`config.mk`:
```
export PLATFORM = sky130hd
export DESIGN_NAME = uart_tx_arbiter
export DESIGN_NICKNAME = d
export VERILOG_FILES = /design/src/rtl/uart_tx_arbiter.sv
export SDC_FILE = /design/constraint.sdc
export NUM_CORES = 1
export LEC_CHECK = 0
export CAP_MARGIN = 20
export CORE_MARGIN = 2
export CORE_UTILIZATION = 34
export DETAILED_ROUTE_END_ITERATION = 12
export GPL_TIMING_DRIVEN = 0
export PLACE_DENSITY_LB_ADDON = 0.08
export SLEW_MARGIN = 10
export SYNTH_ARGS = -nofsm -noshare
export SYNTH_HDL_FRONTEND = slang
export SYNTH_SLANG_ARGS = --single-unit
export TNS_END_PERCENT = 30
```
`constraint.sdc`:
```
create_clock -name i_clk -period 2.4 [get_ports i_clk]
set_input_delay 0.24 -clock i_clk [delete_from_list [all_inputs] [get_ports i_clk]]
set_output_delay 0.24 -clock i_clk [all_outputs]
set_load 0.02 [all_outputs]
```
`src/rtl/uart_tx_arbiter.sv`:
```
// Wishbone master sharing one memory-mapped UART transmitter among N_REQ byte
// streams; grant is held per packet and the UART status is polled before each write.
module uart_tx_arbiter #(
    parameter int unsigned N_REQ        = 4,
    parameter logic [63:0] UART_ADDRESS = 64'h1_0000_0000,
    parameter int unsigned LOCK_TIMEOUT = 1024
) (
    input  logic                 i_clk,
    input  logic                 i_reset,
    input  logic [N_REQ-1:0]     i_req_valid,
    input  logic [8*N_REQ-1:0]   i_req_data,
    input  logic [N_REQ-1:0]     i_req_last,
    output logic [N_REQ-1:0]     o_req_ready,
    output logic [N_REQ-1:0]     o_grant,
    output logic                 o_busy,
    output logic [63:0]          o_wb_adr,
    output logic [63:0]          o_wb_dat,
    output logic                 o_wb_we,
    output logic [7:0]           o_wb_sel,
    output logic                 o_wb_cyc,
    output logic                 o_wb_stb,
    input  logic [63:0]          i_wb_dat,
    input  logic                 i_wb_ack,
    input  logic                 i_wb_stall
);

    localparam int unsigned IW  = (N_REQ > 1) ? $clog2(N_REQ) : 1;
    localparam int unsigned CIW = IW + 1;
    localparam int unsigned CW  = $clog2(LOCK_TIMEOUT + 1);

    typedef enum logic [2:0] {IDLE, RD, RD_GAP, WR, GAP} state_t;

    state_t           state_q;
    logic [IW-1:0]    owner_q;
    logic [IW-1:0]    rr_ptr_q;
    logic [IW-1:0]    rr_ptr_d;
    logic [N_REQ-1:0] grant_q;
    logic             locked_q;
    logic [CW-1:0]    to_cnt_q;
    logic [7:0]       byte_q;
    logic             last_q;

    logic             acc_found;
    logic [IW-1:0]    acc_idx;
    logic [N_REQ-1:0] acc_oh;
    logic [7:0]       acc_byte;
    logic             acc_last;
    logic [CIW-1:0]   cand;

    // Stall only stretches a phase (ack ends it); status bits above 0 are don't-care.
    logic unused_wb;
    assign unused_wb = ^{i_wb_stall, i_wb_dat[63:1]};

    always_comb begin
        acc_found = 1'b0;
        acc_idx   = '0;
        acc_oh    = '0;
        cand      = '0;
        if (state_q == IDLE && !i_reset) begin
            if (locked_q) begin
                acc_found = i_req_valid[owner_q];
                acc_idx   = owner_q;
            end else begin
                for (int unsigned i = 0; i < N_REQ; i++) begin
                    cand = {1'b0, rr_ptr_q} + CIW'(i);
                    if (cand >= CIW'(N_REQ)) cand = cand - CIW'(N_REQ);
                    if (!acc_found && i_req_valid[cand[IW-1:0]]) begin
                        acc_found = 1'b1;
                        acc_idx   = cand[IW-1:0];
                    end
                end
            end
        end
        if (acc_found) acc_oh[acc_idx] = 1'b1;
    end

    assign acc_byte = i_req_data[8*acc_idx +: 8];
    assign acc_last = i_req_last[acc_idx];
    assign rr_ptr_d = (owner_q == IW'(N_REQ - 1)) ? '0 : owner_q + 1'b1;

    // Ready and the accept-cycle grant are decoded from the IDLE state so the
    // byte is consumed in the cycle before the first status read strobe.
    assign o_req_ready = acc_oh;
    assign o_grant     = grant_q | acc_oh;
    assign o_busy      = (state_q != IDLE);

    always_ff @(posedge i_clk) begin
        if (i_reset) begin
            state_q  <= IDLE;
            owner_q  <= '0;
            rr_ptr_q <= '0;
            grant_q  <= '0;
            locked_q <= 1'b0;
            to_cnt_q <= '0;
            byte_q   <= '0;
            last_q   <= 1'b0;
            o_wb_adr <= '0;
            o_wb_dat <= '0;
            o_wb_we  <= 1'b0;
            o_wb_sel <= '0;
            o_wb_cyc <= 1'b0;
            o_wb_stb <= 1'b0;
        end else begin
            case (state_q)
                IDLE: begin
                    if (acc_found) begin
                        owner_q  <= acc_idx;
                        grant_q  <= acc_oh;
                        byte_q   <= acc_byte;
                        last_q   <= acc_last;
                        to_cnt_q <= '0;
                        o_wb_adr <= UART_ADDRESS;
                        o_wb_sel <= 8'h01;
                        o_wb_we  <= 1'b0;
                        o_wb_cyc <= 1'b1;
                        o_wb_stb <= 1'b1;
                        state_q  <= RD;
                    end else if (locked_q) begin
                        // Owner went quiet mid-packet: release after LOCK_TIMEOUT idle cycles.
                        if (to_cnt_q == CW'(LOCK_TIMEOUT - 1)) begin
                            to_cnt_q <= '0;
                            locked_q <= 1'b0;
                            rr_ptr_q <= rr_ptr_d;
                            grant_q  <= '0;
                        end else begin
                            to_cnt_q <= to_cnt_q + 1'b1;
                        end
                    end
                end
                RD: begin
                    if (i_wb_ack) begin
                        if (i_wb_dat[0]) begin
                            o_wb_we  <= 1'b1;
                            o_wb_dat <= {56'h0, byte_q};
                            state_q  <= WR;
                        end else begin
                            o_wb_cyc <= 1'b0;
                            o_wb_stb <= 1'b0;
                            state_q  <= RD_GAP;
                        end
                    end
                end
                RD_GAP: begin
                    o_wb_cyc <= 1'b1;
                    o_wb_stb <= 1'b1;
                    state_q  <= RD;
                end
                WR: begin
                    if (i_wb_ack) begin
                        o_wb_cyc <= 1'b0;
                        o_wb_stb <= 1'b0;
                        o_wb_we  <= 1'b0;
                        state_q  <= GAP;
                    end
                end
                GAP: begin
                    if (last_q) begin
                        locked_q <= 1'b0;
                        rr_ptr_q <= rr_ptr_d;
                        grant_q  <= '0;
                    end else begin
                        locked_q <= 1'b1;
                    end
                    state_q <= IDLE;
                end
                default: state_q <= IDLE;
            endcase
        end
    end

endmodule

```
==> reports/qor.yml <==
place:
  place_congestion: 0.824
  dp.cells: 722
  post-place-ws_ps: -796
  hpwl_um: 6440
  io_buffers: 64
power:
  p_int_uw: 1560
  peakVddDrop_v: 0.000253
  power_leakage_uw: 0.00240
  powerDensity_nw_per_um2: 464
  power.clock.fraction_pct: 30.7
  switching_share_pct: 32.0
  p_comb_share_pct: 34.4
  switchingPower_uw: 734
  seqPwrFrac_pct: 34.9
setup_path:
  cp_top_family: "simple AND/OR/NAND/NOR gates"
  arrival_ps: 2150
  cp_slowest_cell: "dfxtp_2"
  slowest_delay_ps: 330
  end_kind: "output port"
  crit_path_start_kind: "register"
  cp_max_fo: 8
  cpMostUsedCell: "buf_6"
  path_buf_inv: 5
  crit_chain: "buf_6, nor4_4, buf_4, buf_6, o41ai_4, or2_1, buf_6, nor3_4, or2_4, buf_6"
  worstPathRequired_ps: 2160
  criticalPathCategory: "reg -> out"
routing:
  drc: 0
  drt-initial-drc-count: 94
  firstDrtPassIters: 4
  vias_per_cell: 4.03
  drt_wl_total_um: 8340
  ant_nets: 0
  vias: 2998
  wl_per_cell_um: 11.2
cts:
  clk_latency_ps: 300
  clock-root-buffer: "clkbuf_8"
  cts_tree: "yes"
  clk_pin_slew_ps: 100
  cts_sinks: 43
  cts_buffer_depth: 2
  cts_buffers: 5
  htree_levels: 2
timing:
  min_period_over_period_pct: 99.4
  finClkSkew_ps: 10.1
  drv_slew: 0
  grt_setup_unrepaired: "yes"
  finalHoldViolations: 0
  setup_viol: 0
  setup_slack_ps: 14.2
  slew_headroom_pct: 46.1
  worstMarginPinSlew_ps: 805
  timing.fmax_mhz: 419
  fin_crit_ps: 2390
floorplanning:
  ios: 256
  rows: 35
  dieArea_sq_um: 10500
  core_area_sq_um: 9330
  die_h_um: 103
  die_w_um: 103
  start_util_pct: 35.4
finish:
  diodes: 0
  nFillCells: 907
  syn2layout_area_growth_pct: 49.5
  seq_area_sq_um: 871
  final_cell_mix: "buf_4, conb_1, clkdlybuf4s50_1"
  multi_input_area_sq_um: 1920
  layout_commonest_cell: "buf_4"
  finalNetCount: 724
  drive_above_1_share_pct: 32.5
  instances_no_fill: 744
synthesis:
  ys.flop_type: "dfxtp_1"
  synth_top_family_by_area: "buffers and inverters"
  avgSynthCellArea_sq_um: 8.18
  synthArstFlopShare_pct: 0
  yosys.area_share.xor_xnor_pct: 1.32
  ys_seq_elements: 43
  seq_area_frac_synth_pct: 26.0
  synth_edf_count: 0
  synth_fa_ha_area_share_pct: 0.757
  syn_inst: 404
  syn-cell-area_sq_um: 3310
  synth-compound-area-share_pct: 18.8
  yosysWarnings: 0
  synth.distinct_cells: 54
  yosys.area_share.simple_pct: 16.6
  synth.area.mux_share_pct: 3.41
grt:
  grt_pass1_vias: 2616
  overflow: 0
  grt_usage_pct: 14.7
  antenna_found_initial: 0
  grt_max_degree: 16
  grt_first_pass_wirelength_um: 12400
run:
  maxCapViolCount: 0
min_path:
  hold_class: "in -> reg"
run_status:
  status: "finished clean"
==> worst reg2reg max path, stage by stage (launching register included) <==
cell and delay (ps):
dfxtp_2 430, mux2_2 380, o22ai_2 270, or2_1 160
buf_6 110, buf_4 140, nand2_1 90, a311oi_2 460
a21o_1 180
==> sequential cells by signal (all words and copies together) (netlist names) <==
| register | flops |
|---|---|
| owner_q | 2 |
| rr_ptr_q | 2 |
| o_wb_stb | 1 |
| o_wb_we | 1 |
| to_cnt_q | 11 |
| grant_q | 4 |
| o_wb_adr | 1 |
| last_q | 1 |
| locked_q | 1 |
| byte_q | 8 |
| state_q | 3 |
| o_wb_dat | 8 |
==> layer usage <==
metal	wire length (um)	global-route usage (%)
met4	73	3.28
met1	3520	18.8
met5	0	0
met3	762	5.29
met2	3980	23.9
==> worst paths after layout <==
path / startpoint / endpoint / slack [ps] / cells past startpoint
setup reg to reg: owner_q[0] / grant_q[1] / 140 / 8
hold / removal: i_reset / state_q[2] / 260 / 2
hold reg to reg: grant_q[3] / grant_q[3] / 450 / 1
setup / recovery: state_q[0] / o_grant[0] / 10 / 10
==> what timing repair did <==
| item | 4_1_cts | 5_1_grt |
|---|---|---|
| pin swaps | 4 | 10 |
| endpoints found under the setup margin | 8 | 13 |
| setup buffers | 4 | 12 |
| gates resized for setup | 38 | 29 |
| hold buffers | 0 | 0 |
==> layout make-up <==
cell class	count	share of cell area, %
clock buffers	5	1.39
inverters	5	0.380
well taps	129	3.27
repair buffers	80	15.3
plain buffers	144	21.9
multi-input cells	335	38.8
flip-flops and latches	43	17.6
clock inverters	3	1.44
==> stage by stage <==
stage	cell area (sq um)	total power [uW]	utilization, %	hold slack [ps]	TNS, ps
after floorplan	3770	1360	-	382	0
after global placement	4580	1540	49.1	427	-4890
after detailed placement	4580	1550	49.1	432	-5130
after CTS	4780	2250	51.2	252	-468
after global routing	4940	2400	53.0	265	-253
final	4940	2290	53.0	256	0
==> cell families (layout without fill, tap and decap cells) <==
group / Yosys count / in the layout
buf+inv: 151 / 237
simple gates: 103 / 103
compound gates: 88 / 88
flops: 43 / 43
mux: 11 / 11
xor+xnor: 5 / 5
fa+ha+maj: 2 / 2
other cells: 1 / 126
==> cells in the mapped netlist, types with 3 or more instances <==
master      n  share of area, %
a21oi_1    23               3.5
dfxtp_1    43                26
buf_4     131                30
clkbuf_1    5              0.57
a21boi_0    9               2.0
nand2_1    28               3.2
o21ai_0     9               1.4
xor2_1      5               1.3
nand3_1     9               1.4
inv_1       5              0.57
and3_1      3              0.57
nor3b_1     3              0.68
a211oi_1   18               4.1
a21o_1      7               1.6
nor2b_1     3              0.57
nand4_1     3              0.57
buf_2       7               1.1
or2_1       3              0.57
mux2i_1     9               2.7
nor2_1     30               3.4
a221oi_1    8               2.1
buf_6       3               1.0
or2_2       3              0.57
==> power groups by stage <==
stage          Sequential [uW]  Combinational [uW]  Clock, uW
2_1_floorplan              809                 549          0
3_5_place_dp               813                 734          0
5_1_grt                    807                 851        741
3_3_place_gp               812                 733          0
6_report                   800                 790        704
4_1_cts                    796                 737        720
No activity file was read; power rests on OpenSTA's default activity.
